--- config.mk ---
export PLATFORM = sky130hd
export DESIGN_NAME = spi_slave_rx
export DESIGN_NICKNAME = d
export VERILOG_FILES = /design/src/rtl/spi_pkg.sv /design/src/rtl/spi_rx_fifo.sv /design/src/rtl/spi_slave_rx.sv
export SDC_FILE = /design/constraint.sdc
export NUM_CORES = 1
export LEC_CHECK = 0
export ABC_AREA = 0
export ABC_CLOCK_PERIOD_IN_PS = 2100
export BUFFER_PORTS_ARGS = -buffer_cell sky130_fd_sc_hd__buf_2
export CAP_MARGIN = 10
export CORE_MARGIN = 4
export CORE_UTILIZATION = 35
export CTS_CLUSTER_DIAMETER = 30
export DETAILED_ROUTE_END_ITERATION = 12
export GPL_TIMING_DRIVEN = 0
export PLACE_DENSITY = 0.51
export REMOVE_ABC_BUFFERS = 1
export SETUP_SLACK_MARGIN = 0.02
export SYNTH_ARGS = -nofsm -noshare
export SYNTH_HDL_FRONTEND = slang
export SYNTH_HIERARCHICAL = 1
export SYNTH_SLANG_ARGS = --single-unit
--- constraint.sdc ---
create_clock -name clk_i -period 2.1 [get_ports clk_i]
set_input_delay 0.21 -clock clk_i [delete_from_list [all_inputs] [get_ports clk_i]]
set_output_delay 0.21 -clock clk_i [all_outputs]
set_load 0.02 [all_outputs]
--- src/rtl/spi_pkg.sv ---
// Shared types and constants for the SPI receive path.
package spi_pkg;

    localparam int SpiByteW         = 8;
    localparam int SpiMinSyncStages = 2;

    typedef enum logic {
        IDLE = 1'b0,
        RECV = 1'b1
    } spi_rx_state_e;

endpackage

--- src/rtl/spi_rx_fifo.sv ---
// Show-ahead synchronous FIFO with valid/ready on both sides; a full FIFO still accepts
// a write in a cycle where the head is being popped.
module spi_rx_fifo #(
    parameter int Width = 8,
    parameter int Depth = 4
) (
    input  logic             clk_i,
    input  logic             rst_ni,
    input  logic [Width-1:0] wr_data_i,
    input  logic             wr_valid_i,
    output logic             wr_ready_o,
    output logic [Width-1:0] rd_data_o,
    output logic             rd_valid_o,
    input  logic             rd_ready_i
);
    localparam int PtrW = $clog2(Depth);

    logic [Width-1:0] r_mem [Depth];
    logic [PtrW-1:0]  r_wr_ptr;
    logic [PtrW-1:0]  r_rd_ptr;
    logic [PtrW:0]    r_count;
    logic             w_full;
    logic             w_push;
    logic             w_pop;

    assign w_full     = (r_count == (PtrW+1)'(Depth));
    assign rd_valid_o = (r_count != '0);
    assign wr_ready_o = ~w_full | rd_ready_i;
    assign w_push     = wr_valid_i & wr_ready_o;
    assign w_pop      = rd_valid_o & rd_ready_i;
    // Data is forced to zero while empty so the output is clean straight out of reset.
    assign rd_data_o  = rd_valid_o ? r_mem[r_rd_ptr] : '0;

    always_ff @(posedge clk_i) begin
        if (w_push) begin
            r_mem[r_wr_ptr] <= wr_data_i;
        end
    end

    always_ff @(posedge clk_i or negedge rst_ni) begin
        if (!rst_ni) begin
            r_wr_ptr <= '0;
            r_rd_ptr <= '0;
            r_count  <= '0;
        end else begin
            if (w_push) begin
                r_wr_ptr <= r_wr_ptr + 1'b1;
            end
            if (w_pop) begin
                r_rd_ptr <= r_rd_ptr + 1'b1;
            end
            case ({w_push, w_pop})
                2'b10:   r_count <= r_count + 1'b1;
                2'b01:   r_count <= r_count - 1'b1;
                default: r_count <= r_count;
            endcase
        end
    end

endmodule

--- src/rtl/spi_slave_rx.sv ---
// Receive-only SPI target: synchronises SCLK/CS/MOSI into clk_i and deserialises MSB-first bytes.
// Define SPI_SLAVE_RX_FIFO_EN to buffer bytes in an RxFifoDepth-entry FIFO instead of one register.
module spi_slave_rx
    import spi_pkg::*;
#(
    parameter int CPOL        = 0,
    parameter int CPHA        = 0,
    parameter int SyncStages  = 2,
    parameter int RxFifoDepth = 4
) (
    input  logic                clk_i,
    input  logic                rst_ni,
    input  logic                spi_slave_clk_i,
    input  logic                spi_slave_cs_i,
    input  logic                spi_slave_mosi_i,
    output logic [SpiByteW-1:0] rx_data_o,
    output logic                rx_valid_o,
    input  logic                rx_ready_i,
    output logic                busy_o,
    output logic                overflow_o,
    output logic                frame_err_o
);
    localparam logic SclkIdle = 1'(CPOL);

    if (SyncStages < SpiMinSyncStages) begin : g_bad_sync
        $error("SyncStages below minimum");
    end
    if (RxFifoDepth < 2 || (RxFifoDepth & (RxFifoDepth - 1)) != 0) begin : g_bad_depth
        $error("RxFifoDepth must be a power of two, at least 2");
    end

    logic [SyncStages-1:0] r_sclk_sync, r_cs_sync, r_mosi_sync;
    logic [SyncStages-1:0] w_sclk_in, w_cs_in, w_mosi_in;
    logic                  r_sclk_hist, r_cs_hist, r_mosi_hist;
    logic                  w_sclk_s, w_cs_s, w_mosi_s, w_sample;
    logic                  r_sample_evt, r_cs_fall_evt, r_cs_rise_evt;

    assign w_sclk_in = {r_sclk_sync[SyncStages-2:0], spi_slave_clk_i};
    assign w_cs_in   = {r_cs_sync[SyncStages-2:0], spi_slave_cs_i};
    assign w_mosi_in = {r_mosi_sync[SyncStages-2:0], spi_slave_mosi_i};

    // Synchronisers reset to the idle bus levels so releasing reset never fakes an edge.
    genvar gi;
    for (gi = 0; gi < SyncStages; gi++) begin : g_sclk_sync
        always_ff @(posedge clk_i or negedge rst_ni) begin
            if (!rst_ni) r_sclk_sync[gi] <= SclkIdle;
            else         r_sclk_sync[gi] <= w_sclk_in[gi];
        end
    end
    for (gi = 0; gi < SyncStages; gi++) begin : g_cs_sync
        always_ff @(posedge clk_i or negedge rst_ni) begin
            if (!rst_ni) r_cs_sync[gi] <= 1'b1;
            else         r_cs_sync[gi] <= w_cs_in[gi];
        end
    end
    for (gi = 0; gi < SyncStages; gi++) begin : g_mosi_sync
        always_ff @(posedge clk_i or negedge rst_ni) begin
            if (!rst_ni) r_mosi_sync[gi] <= 1'b0;
            else         r_mosi_sync[gi] <= w_mosi_in[gi];
        end
    end

    assign w_sclk_s = r_sclk_sync[SyncStages-1];
    assign w_cs_s   = r_cs_sync[SyncStages-1];
    assign w_mosi_s = r_mosi_sync[SyncStages-1];
    assign w_sample = (w_sclk_s ^ r_sclk_hist) &&
                      ((CPHA == 0) ? (w_sclk_s != SclkIdle) : (w_sclk_s == SclkIdle));
    assign busy_o   = ~r_cs_hist;

    // r_mosi_hist lines up with r_sample_evt: both hold the value seen alongside the edge.
    always_ff @(posedge clk_i or negedge rst_ni) begin
        if (!rst_ni) begin
            r_sclk_hist   <= SclkIdle;
            r_cs_hist     <= 1'b1;
            r_mosi_hist   <= 1'b0;
            r_sample_evt  <= 1'b0;
            r_cs_fall_evt <= 1'b0;
            r_cs_rise_evt <= 1'b0;
        end else begin
            r_sclk_hist   <= w_sclk_s;
            r_cs_hist     <= w_cs_s;
            r_mosi_hist   <= w_mosi_s;
            r_sample_evt  <= w_sample;
            r_cs_fall_evt <= r_cs_hist & ~w_cs_s;
            r_cs_rise_evt <= ~r_cs_hist & w_cs_s;
        end
    end

    spi_rx_state_e       r_state, w_state_next;
    logic [2:0]          r_bit_cnt, w_cnt_next;
    logic [SpiByteW-2:0] r_shift, w_shift_next;
    logic                w_push, w_frame_err;
    logic                r_push, r_overflow, r_frame_err;
    logic [SpiByteW-1:0] r_push_data;
    logic                w_wr_ready;

    always_comb begin
        w_state_next = r_state;
        w_cnt_next   = r_bit_cnt;
        w_shift_next = r_shift;
        w_push       = 1'b0;
        w_frame_err  = 1'b0;
        case (r_state)
            IDLE: begin
                if (r_cs_fall_evt) begin
                    w_state_next = RECV;
                    w_cnt_next   = '0;
                    w_shift_next = '0;
                end
            end
            RECV: begin
                if (r_cs_rise_evt) begin
                    w_state_next = IDLE;
                    w_frame_err  = (r_bit_cnt != '0);
                    w_cnt_next   = '0;
                    w_shift_next = '0;
                end else if (r_sample_evt) begin
                    w_shift_next = {r_shift[SpiByteW-3:0], r_mosi_hist};
                    w_cnt_next   = r_bit_cnt + 3'd1;
                    w_push       = (r_bit_cnt == 3'd7);
                end
            end
            default: w_state_next = IDLE;
        endcase
    end

    always_ff @(posedge clk_i or negedge rst_ni) begin
        if (!rst_ni) begin
            r_state     <= IDLE;
            r_bit_cnt   <= '0;
            r_shift     <= '0;
            r_push      <= 1'b0;
            r_push_data <= '0;
            r_overflow  <= 1'b0;
            r_frame_err <= 1'b0;
        end else begin
            r_state     <= w_state_next;
            r_bit_cnt   <= w_cnt_next;
            r_shift     <= w_shift_next;
            r_push      <= w_push;
            if (w_push) begin
                r_push_data <= {r_shift, r_mosi_hist};
            end
            r_overflow  <= r_push & ~w_wr_ready;
            r_frame_err <= w_frame_err;
        end
    end

    assign overflow_o  = r_overflow;
    assign frame_err_o = r_frame_err;

`ifdef SPI_SLAVE_RX_FIFO_EN
    spi_rx_fifo #(
        .Width (SpiByteW),
        .Depth (RxFifoDepth)
    ) u_rx_fifo (
        .clk_i      (clk_i),
        .rst_ni     (rst_ni),
        .wr_data_i  (r_push_data),
        .wr_valid_i (r_push),
        .wr_ready_o (w_wr_ready),
        .rd_data_o  (rx_data_o),
        .rd_valid_o (rx_valid_o),
        .rd_ready_i (rx_ready_i)
    );
`else
    logic                r_hold_valid;
    logic [SpiByteW-1:0] r_hold_data;

    assign w_wr_ready = ~r_hold_valid | rx_ready_i;
    assign rx_valid_o = r_hold_valid;
    assign rx_data_o  = r_hold_data;

    always_ff @(posedge clk_i or negedge rst_ni) begin
        if (!rst_ni) begin
            r_hold_valid <= 1'b0;
            r_hold_data  <= '0;
        end else if (r_push && w_wr_ready) begin
            r_hold_valid <= 1'b1;
            r_hold_data  <= r_push_data;
        end else if (rx_ready_i) begin
            r_hold_valid <= 1'b0;
        end
    end
`endif

endmodule

==> impl_summary.log, run 1 <==
INFO  metric drt_pre_antenna_iters = 4
INFO  metric hold_buffers = 0
INFO  metric worst_slack = 0.599 ns
INFO  metric synth_cell_types = 17
INFO  metric synthTopCellsByArea = sky130_fd_sc_hd__dfrtp_1 (62%), sky130_fd_sc_hd__mux2_2 (11%), sky130_fd_sc_hd__mux2i_1 (5.6%)
INFO  metric grt_pass1_wl = 4000 um
INFO  metric cts_buffers = 5
INFO  metric synth-edff-count = 0
INFO  metric synthToLayoutAreaGrowth = 14.9%
INFO  metric unrepaired_setup_endpoints_after_global_routing = false
INFO  metric critical_path.top_delay_family = flip-flops
INFO  metric finish.net_count = 147
INFO  metric layout-drive-gt1-share = 0.324
INFO  metric place_hpwl = 1550 um
INFO  metric vias_per_cell = 4.68
INFO  metric placed_cells = 183
INFO  metric initial_antenna_violation_count = 0
INFO  metric critical_path_arrival = 1.67 ns
INFO  metric fill_cells = 415
INFO  metric yosys_warnings = 6
INFO  metric htreeDepth = 2
INFO  metric post-place-ws = 0.576 ns
INFO  metric number_of_global_route_vias_before_repair = 871
INFO  metric period_needed = 1.50 ns
INFO  metric post_synth_instance_area = 1610 um2
INFO  metric endpoint_kind = flip-flop
INFO  metric crit_cells = 2
INFO  metric worst_pin_slew = 0.925 ns
INFO  metric finalCritPeriodShare = 0.715
INFO  metric worst-r2r-cell-count = 2
INFO  metric synth_top_area_cell = sky130_fd_sc_hd__dfrtp_1
INFO  metric fp-row-count = 24
INFO  metric status = complete, no violations
INFO  metric cts-resized-gates = 0
INFO  metric top_level_ports = 18
INFO  metric relSlewSlack = 0.384
INFO  metric worst-endpoint-required = 2.27 ns
INFO  metric critical_path.slowest_cell = sky130_fd_sc_hd__dfrtp_1
INFO  metric worst_path_largest_cell_delay = 0.77 ns
INFO  metric cap_violations = 0
INFO  metric worst_setup_hold_path_clk_slew = 0.07 ns
INFO  metric drt_iter0_drc = 24
INFO  metric synthArstFlopShare = 1.00
INFO  metric max_clock_freq = 666 MHz
INFO  metric static-leakage-power = 0.933 nW
INFO  metric hold_viol = 0
INFO  metric post_cts_buffers = 0
INFO  metric synthesis.area_per_instance = 13.9 um2
INFO  metric postSynthRegisterBits = 43
INFO  metric start_kind = flip-flop
INFO  metric clock-sinks = 43
INFO  metric timing_max_transition_violations_final = 0
INFO  metric floorplan.initialDensity = 0.364
INFO  metric gp_congestion = 0.704
INFO  metric clock_tree_from_tritoncts = done
INFO  metric total_power = 1.57 mW
INFO  metric avgRoutedWirePerCell = 12.0 um
INFO  metric coreArea = 4410 um2
INFO  metric fin_worst_skew = 0.00538 ns
INFO  metric register_area = 1080 um2
INFO  metric globalRouteTotalUtil = 0.0967
INFO  metric chipWidth = 75.8 um
INFO  metric post_synth_inst_count = 116
INFO  metric postSynth.topFlopCell = sky130_fd_sc_hd__dfrtp_1
INFO  metric grt.overflow.total = 0
INFO  metric critical_path_cell_list = nand3_4 -> mux2_2
INFO  metric remaining_drc_errors = 0
INFO  metric worst_path_fanout_max = 12
INFO  metric post_layout_nonfiller_instances = 191
INFO  metric ir_drop = 0.000489 V
INFO  metric n_diodes = 0
INFO  metric worstHoldPathCells = 1
INFO  metric cts-root-buf = sky130_fd_sc_hd__clkbuf_8
INFO  metric finalSetupTns = 0 ns
INFO  metric die_area = 5740 um2
INFO  metric die_y = 75.8 um
INFO  metric grt_start_max_net_pins = 44
INFO  metric timing.critical_path.buf_inv = 0
INFO  metric finalWirelength = 2280 um
INFO  metric multiInputGateArea = 487 um2
INFO  metric synth_seq_area_share = 0.672
INFO  metric cts-root-to-sink-buffers = 2
INFO  metric port-buffer-count = 17
INFO  metric setup_viol = 0
INFO  metric synth_top_area_share = 0.623
INFO  metric min_path_type = in -> reg
INFO  metric cellPowerDensity = 851 nW/um2
INFO  metric clock_latency_at_the_later_pin_of_the_worst_skew_pair = 0.28 ns
INFO  metric timing_worst_setup_path_type = reg -> reg
INFO  metric total_via_count_in_the_routed_design = 893
INFO  metric ant_nets = 0
==> kinds of logic (layout without fill, tap and decap cells) <==
kind of cell,after synthesis,count (layout),synth area share
compound gates,13,13,0.0420
fa+ha+maj,3,3,0.0233
buf+inv,10,33,0.0257
flops,43,43,0.672
mux,25,25,0.168
simple gates,22,22,0.0693
==> synthesized netlist by cell type, types with 2 or more instances <==
| library cell | instances |
|---|---|
| sky130_fd_sc_hd__nor2b_1 | 2 |
| sky130_fd_sc_hd__dfrtp_1 | 40 |
| sky130_fd_sc_hd__mux2i_1 | 9 |
| sky130_fd_sc_hd__inv_1 | 8 |
| sky130_fd_sc_hd__nor2_1 | 4 |
| sky130_fd_sc_hd__nand2_1 | 12 |
| sky130_fd_sc_hd__dfstp_2 | 3 |
| sky130_fd_sc_hd__a21oi_1 | 2 |
| sky130_fd_sc_hd__nand2b_1 | 2 |
| sky130_fd_sc_hd__mux2_2 | 16 |
| sky130_fd_sc_hd__o21ai_0 | 10 |
| sky130_fd_sc_hd__ha_1 | 3 |
==> power by group <==
part / leakage (nW) / switching [mW] / internal [mW]
registers: 0.569 / 0.0346 / 0.868
logic: 0.312 / 0.0731 / 0.0426
clock network: 0.0515 / 0.253 / 0.300
==> flip-flops by register name (all words and copies together) (netlist names), 3 cells and up <==
signal and count:
r_push_data 8, rx_data_o 8, r_shift 7, r_bit_cnt 3
==> stage by stage <==
stage | hold WS [ns] | utilization | area [um2]
after floorplan | -0.0856 | - | 1600
after global placement | 0.317 | 0.396 | 1750
after detailed placement | 0.319 | 0.396 | 1750
after CTS | 0.00803 | 0.418 | 1850
after global routing | 0.00411 | 0.418 | 1850
final | 0.0203 | 0.418 | 1850
==> layout by cell type (no fill, tap or decap), types with 2 or more instances in the layout <==
cell / synthesis / routed
sky130_fd_sc_hd__nor2_1: 4 / 4
sky130_fd_sc_hd__a21oi_1: 2 / 2
sky130_fd_sc_hd__mux2_2: 16 / 16
sky130_fd_sc_hd__o21ai_0: 10 / 10
sky130_fd_sc_hd__mux2i_1: 9 / 9
sky130_fd_sc_hd__nor2b_1: 2 / 2
sky130_fd_sc_hd__inv_1: 8 / 8
sky130_fd_sc_hd__dfstp_2: 3 / 3
sky130_fd_sc_hd__dfrtp_1: 40 / 40
sky130_fd_sc_hd__clkbuf_8: 0 / 7
sky130_fd_sc_hd__nand2_1: 12 / 12
sky130_fd_sc_hd__nand2b_1: 2 / 2
sky130_fd_sc_hd__ha_1: 3 / 3
sky130_fd_sc_hd__buf_2: 0 / 17
==> metal layers <==
metal	wire length (um)	share of wire	global-route usage	vias up
li1	-	-	-	429
met1	1010	0.44	0.114	441
met2	1110	0.48	0.153	19
met3	125	0.055	0.0317	4
met4	46	0.020	0.0583	0
met5	0	0	0	-
==> cell type report <==
class,count,share of cell area
clock buffer,8,0.0542
inverter,8,0.0163
multi-input combinational,63,0.264
sequential,43,0.585
tap,52,0.0352
timing repair buffer,17,0.0461
==> worst paths after layout <==
kind | start | end | slack (ns)
max | r_sample_evt$_DFF_PN0_ | r_push_data[1]$_DFFE_PN0P_ | 0.60
min reg2reg | r_sclk_sync[0]$_DFF_PN0_ | w_sclk_s$_DFF_PN0_ | 0.36
min | spi_slave_cs_i | r_cs_sync[0]$_DFF_PN1_ | 0.02
max in group asynchronous | rst_ni | r_shift[0]$_DFFE_PN0P_ | 1.47
min in group asynchronous | rst_ni | rx_valid_o$_DFFE_PN0P_ | 0.06
max reg2reg | r_sample_evt$_DFF_PN0_ | r_push_data[1]$_DFFE_PN0P_ | 0.60
(Power assumes the default switching activity.)
==> inputs of run 2 (changes only) <==
--- a/config.mk
+++ b/config.mk
@@ -6,7 +6,7 @@
 export NUM_CORES = 1
 export LEC_CHECK = 0
 export ABC_AREA = 0
-export ABC_CLOCK_PERIOD_IN_PS = 2100
+export ABC_CLOCK_PERIOD_IN_PS = 1200
 export BUFFER_PORTS_ARGS = -buffer_cell sky130_fd_sc_hd__buf_2
 export CAP_MARGIN = 10
 export CORE_MARGIN = 4
@@ -14,7 +14,7 @@
 export CTS_CLUSTER_DIAMETER = 30
 export DETAILED_ROUTE_END_ITERATION = 12
 export GPL_TIMING_DRIVEN = 0
-export PLACE_DENSITY = 0.51
+export PLACE_DENSITY = 0.53
 export REMOVE_ABC_BUFFERS = 1
 export SETUP_SLACK_MARGIN = 0.02
 export SYNTH_ARGS = -nofsm -noshare
==> constraint.sdc (replaced) <==
create_clock -name clk_i -period 1.2 [get_ports clk_i]
set_input_delay 0.12 -clock clk_i [delete_from_list [all_inputs] [get_ports clk_i]]
set_output_delay 0.12 -clock clk_i [all_outputs]
set_load 0.02 [all_outputs]
==> impl_summary.log, run 2 (synthesis gave the netlist of run 1 again) <==
INFO  metric clock_tree_from_tritoncts = done
INFO  metric setup_viol = 9 (+9)
INFO  metric synthToLayoutAreaGrowth = 23.2%
INFO  metric layout_common_cells = sky130_fd_sc_hd__dfrtp_1 (38), sky130_fd_sc_hd__buf_2 (17), sky130_fd_sc_hd__nand2_1 (11), sky130_fd_sc_hd__mux2_2 (11)
INFO  metric drt_pre_antenna_iters = 3 (-1)
INFO  metric cts_buffers = 5 (unchanged)
INFO  metric period_needed = 1.34 ns (-0.157 ns)
INFO  metric cellPowerDensity = 1530 nW/um2 (+80%)
INFO  metric ir_drop = 0.000843 V (+73%)
INFO  metric chipWidth = 75.8 um (unchanged)
INFO  metric finish.net_count = 154 (+4.8%)
INFO  metric n_diodes = 0 (unchanged)
INFO  metric die_y = 75.8 um (unchanged)
INFO  metric static-leakage-power = 0.982 nW (+5.3%)
INFO  metric number_of_global_route_vias_before_repair = 982 (+13%)
INFO  metric met3_length = 155 um (+24%)
INFO  metric grt_start_max_net_pins = 44 (unchanged)
INFO  metric critical_path_arrival = 1.52 ns (-0.15 ns)
INFO  metric htreeDepth = 2 (unchanged)
INFO  metric initial_antenna_violation_count = 0 (unchanged)
INFO  metric min_path_type = in -> async
INFO  metric status = complete, but fails checks
INFO  metric start_kind = flip-flop
INFO  metric violations = negative hold slack, negative setup slack
INFO  metric top_signal_layer_used = met4
INFO  metric globalRouteTotalUtil = 0.104 (+0.00738)
INFO  metric timing_worst_setup_path_type = reg -> reg
INFO  metric total_via_count_in_the_routed_design = 928 (+3.9%)
INFO  metric fin_worst_skew = 0.00370 ns (-0.00168 ns)
INFO  metric worst_pin_slew = 0.925 ns (+0.000349 ns)
INFO  metric avgRoutedWirePerCell = 12.5 um (+4.7%)
INFO  metric unrepaired_setup_endpoints_after_global_routing = true
INFO  metric finalWirelength = 2480 um (+8.5%)
INFO  metric relSlewSlack = 0.383 (about the same)
INFO  metric critical_path.top_delay_family = flip-flops
INFO  metric layout-drive-gt1-share = 0.397 (+0.0735)
INFO  metric finalCritPeriodShare = 1.12 (+0.405)
INFO  metric grt.overflow.total = 0 (unchanged)
INFO  metric utilization = 0.449 (+0.0303)
INFO  metric cts-root-to-sink-buffers = 2 (unchanged)
INFO  metric grt_pass1_wl = 4440 um (+11%)
INFO  metric hold_viol = 40 (+40)
INFO  metric cell_area_after_placement = 1750 um2 (unchanged)
INFO  metric vias_per_cell = 4.69 (+0.25%)
INFO  metric coreArea = 4410 um2 (unchanged)
INFO  metric port-buffer-count = 17 (unchanged)
INFO  metric drt_iter0_drc = 44 (+83%)
INFO  metric timing_max_transition_violations_final = 0 (unchanged)
INFO  metric timing.critical_path.buf_inv = 0 (unchanged)
INFO  metric worst_setup_hold_path_clk_slew = 0.08 ns (about the same)
INFO  metric remaining_drc_errors = 0 (unchanged)
INFO  metric route.layer.met1.wl = 1110 um (+9.8%)
INFO  metric worst_path_largest_cell_delay = 0.40 ns (-0.37 ns)
INFO  metric critical_path_cell_list = ha_2 -> ha_4 -> nand3_4 -> mux2_4
INFO  metric fill_cells = 406 (-2.2%)
INFO  metric placed_cells = 183 (unchanged)
INFO  metric final_common_cell = sky130_fd_sc_hd__dfrtp_1
INFO  metric register_area = 1080 um2 (+0.23%)
INFO  metric cap_violations = 0 (unchanged)
INFO  metric worst-endpoint-required = 1.38 ns (-0.89 ns)
INFO  metric worst_slack = -0.143 ns (-0.743 ns)
INFO  metric fp-row-count = 24 (unchanged)
INFO  metric finalInstanceArea = 1980 um2 (+7.2%)
INFO  metric max_clock_freq = 744 MHz (+12%)
INFO  metric ant_nets = 0 (unchanged)
INFO  metric critical_path.slowest_cell = sky130_fd_sc_hd__dfrtp_1
INFO  metric floorplan.initialDensity = 0.364 (unchanged)
INFO  metric clock-sinks = 43 (unchanged)
INFO  metric place_hpwl = 1520 um (-1.9%)
INFO  metric multiInputGateArea = 546 um2 (+12%)
INFO  metric route.met2.wl = 1180 um (+6.5%)
INFO  metric worst_path_fanout_max = 5 (-7)
INFO  metric endpoint_kind = flip-flop
INFO  metric r2r_setup_slack = -0.14 ns (-0.74 ns)
INFO  metric final.hold.worst_slack = -0.0353 ns (-0.0555 ns)
INFO  metric clock_latency_at_the_later_pin_of_the_worst_skew_pair = 0.29 ns (about the same)
INFO  metric gp_congestion = 0.724 (+2.8%)
INFO  metric cts-root-buf = sky130_fd_sc_hd__clkbuf_8
INFO  metric top_level_ports = 18 (unchanged)
INFO  metric post_layout_nonfiller_instances = 198 (+3.7%)
INFO  metric die_area = 5740 um2 (unchanged)
[run 2: changes by cell type in the layout (fill, tap and decap cells not counted), sizes merged]
cell         change
buf              +3
dlygate4sd3      +3
clkbuf           -2
bufinv           +1
clkinv           +1
nand3            +1
[run 2: area by class of cell]
| class | instances | area share |
|---|---|---|
| well taps | 52 | 0.0328 |
| clock buffers | 6 | 0.0417 |
| clock inverters | 2 | 0.0177 |
| flip-flops and latches | 43 | 0.546 |
| repair buffers | 23 | 0.0695 |
| multi-input cells | 64 | 0.275 |
| inverters | 8 | 0.0164 |
[run 2: where the power goes]
part	internal, mW	switching, mW
sequential	1.52	0.0617
combinational	0.135	0.172
clock	0.673	0.467
total	2.33	0.700
[run 2: final timing paths]
| check | to | cells past startpoint | from |
|---|---|---|---|
| min reg2reg | r_mosi_hist$_DFF_PN0_ | 0 | w_mosi_s$_DFF_PN0_ |
| min in group clk_i | overflow_o$_DFF_PN0_ | 3 | rx_ready_i |
| max in group asynchronous | r_state$_DFF_PN0_ | 1 | rst_ni |
| min | overflow_o$_DFF_PN0_ | 1 | rst_ni |
| max reg2reg | r_push_data[6]$_DFFE_PN0P_ | 4 | r_bit_cnt[0]$_DFFE_PN0P_ |
| max | r_push_data[6]$_DFFE_PN0P_ | 4 | r_bit_cnt[0]$_DFFE_PN0P_ |
[run 2: through the flow]
stage	setup TNS (ns)	total power [mW]	setup slack, ns
global route	-1.38	3.20	-0.165
floorplan	-1.51	1.73	-0.149
global placement	-2.32	1.80	-0.270
finish	-1.11	3.03	-0.143
detailed placement	-2.65	1.82	-0.284
CTS	-1.04	3.04	-0.135
[run 2: metal layers]
layer | vias up | global-route usage
li1 | 449 | -
met1 | 455 | 0.121
met2 | 19 | 0.173
met3 | 5 | 0.0435
met4 | 0 | 0.0350
met5 | - | 0
[run 2: repair_timing]
| action | CTS | global route |
|---|---|---|
| hold buffers | 3 | 0 |
| endpoints found under the setup margin | 27 | 12 |
| pin swaps | 1 | 4 |
| endpoints found under the hold margin | 29 | 0 |
| setup buffers | 2 | 1 |
| gates resized for setup | 12 | 5 |
| gates cloned | 1 | 0 |
[run 2: worst register-to-register path: cells and delay by family (launching register included)]
kind	cells	cell delay, ns
adder cells (fa/ha/maj)	2	0.37
flip-flops	1	0.40
multiplexers	1	0.32
AND/OR/NAND/NOR	1	0.14
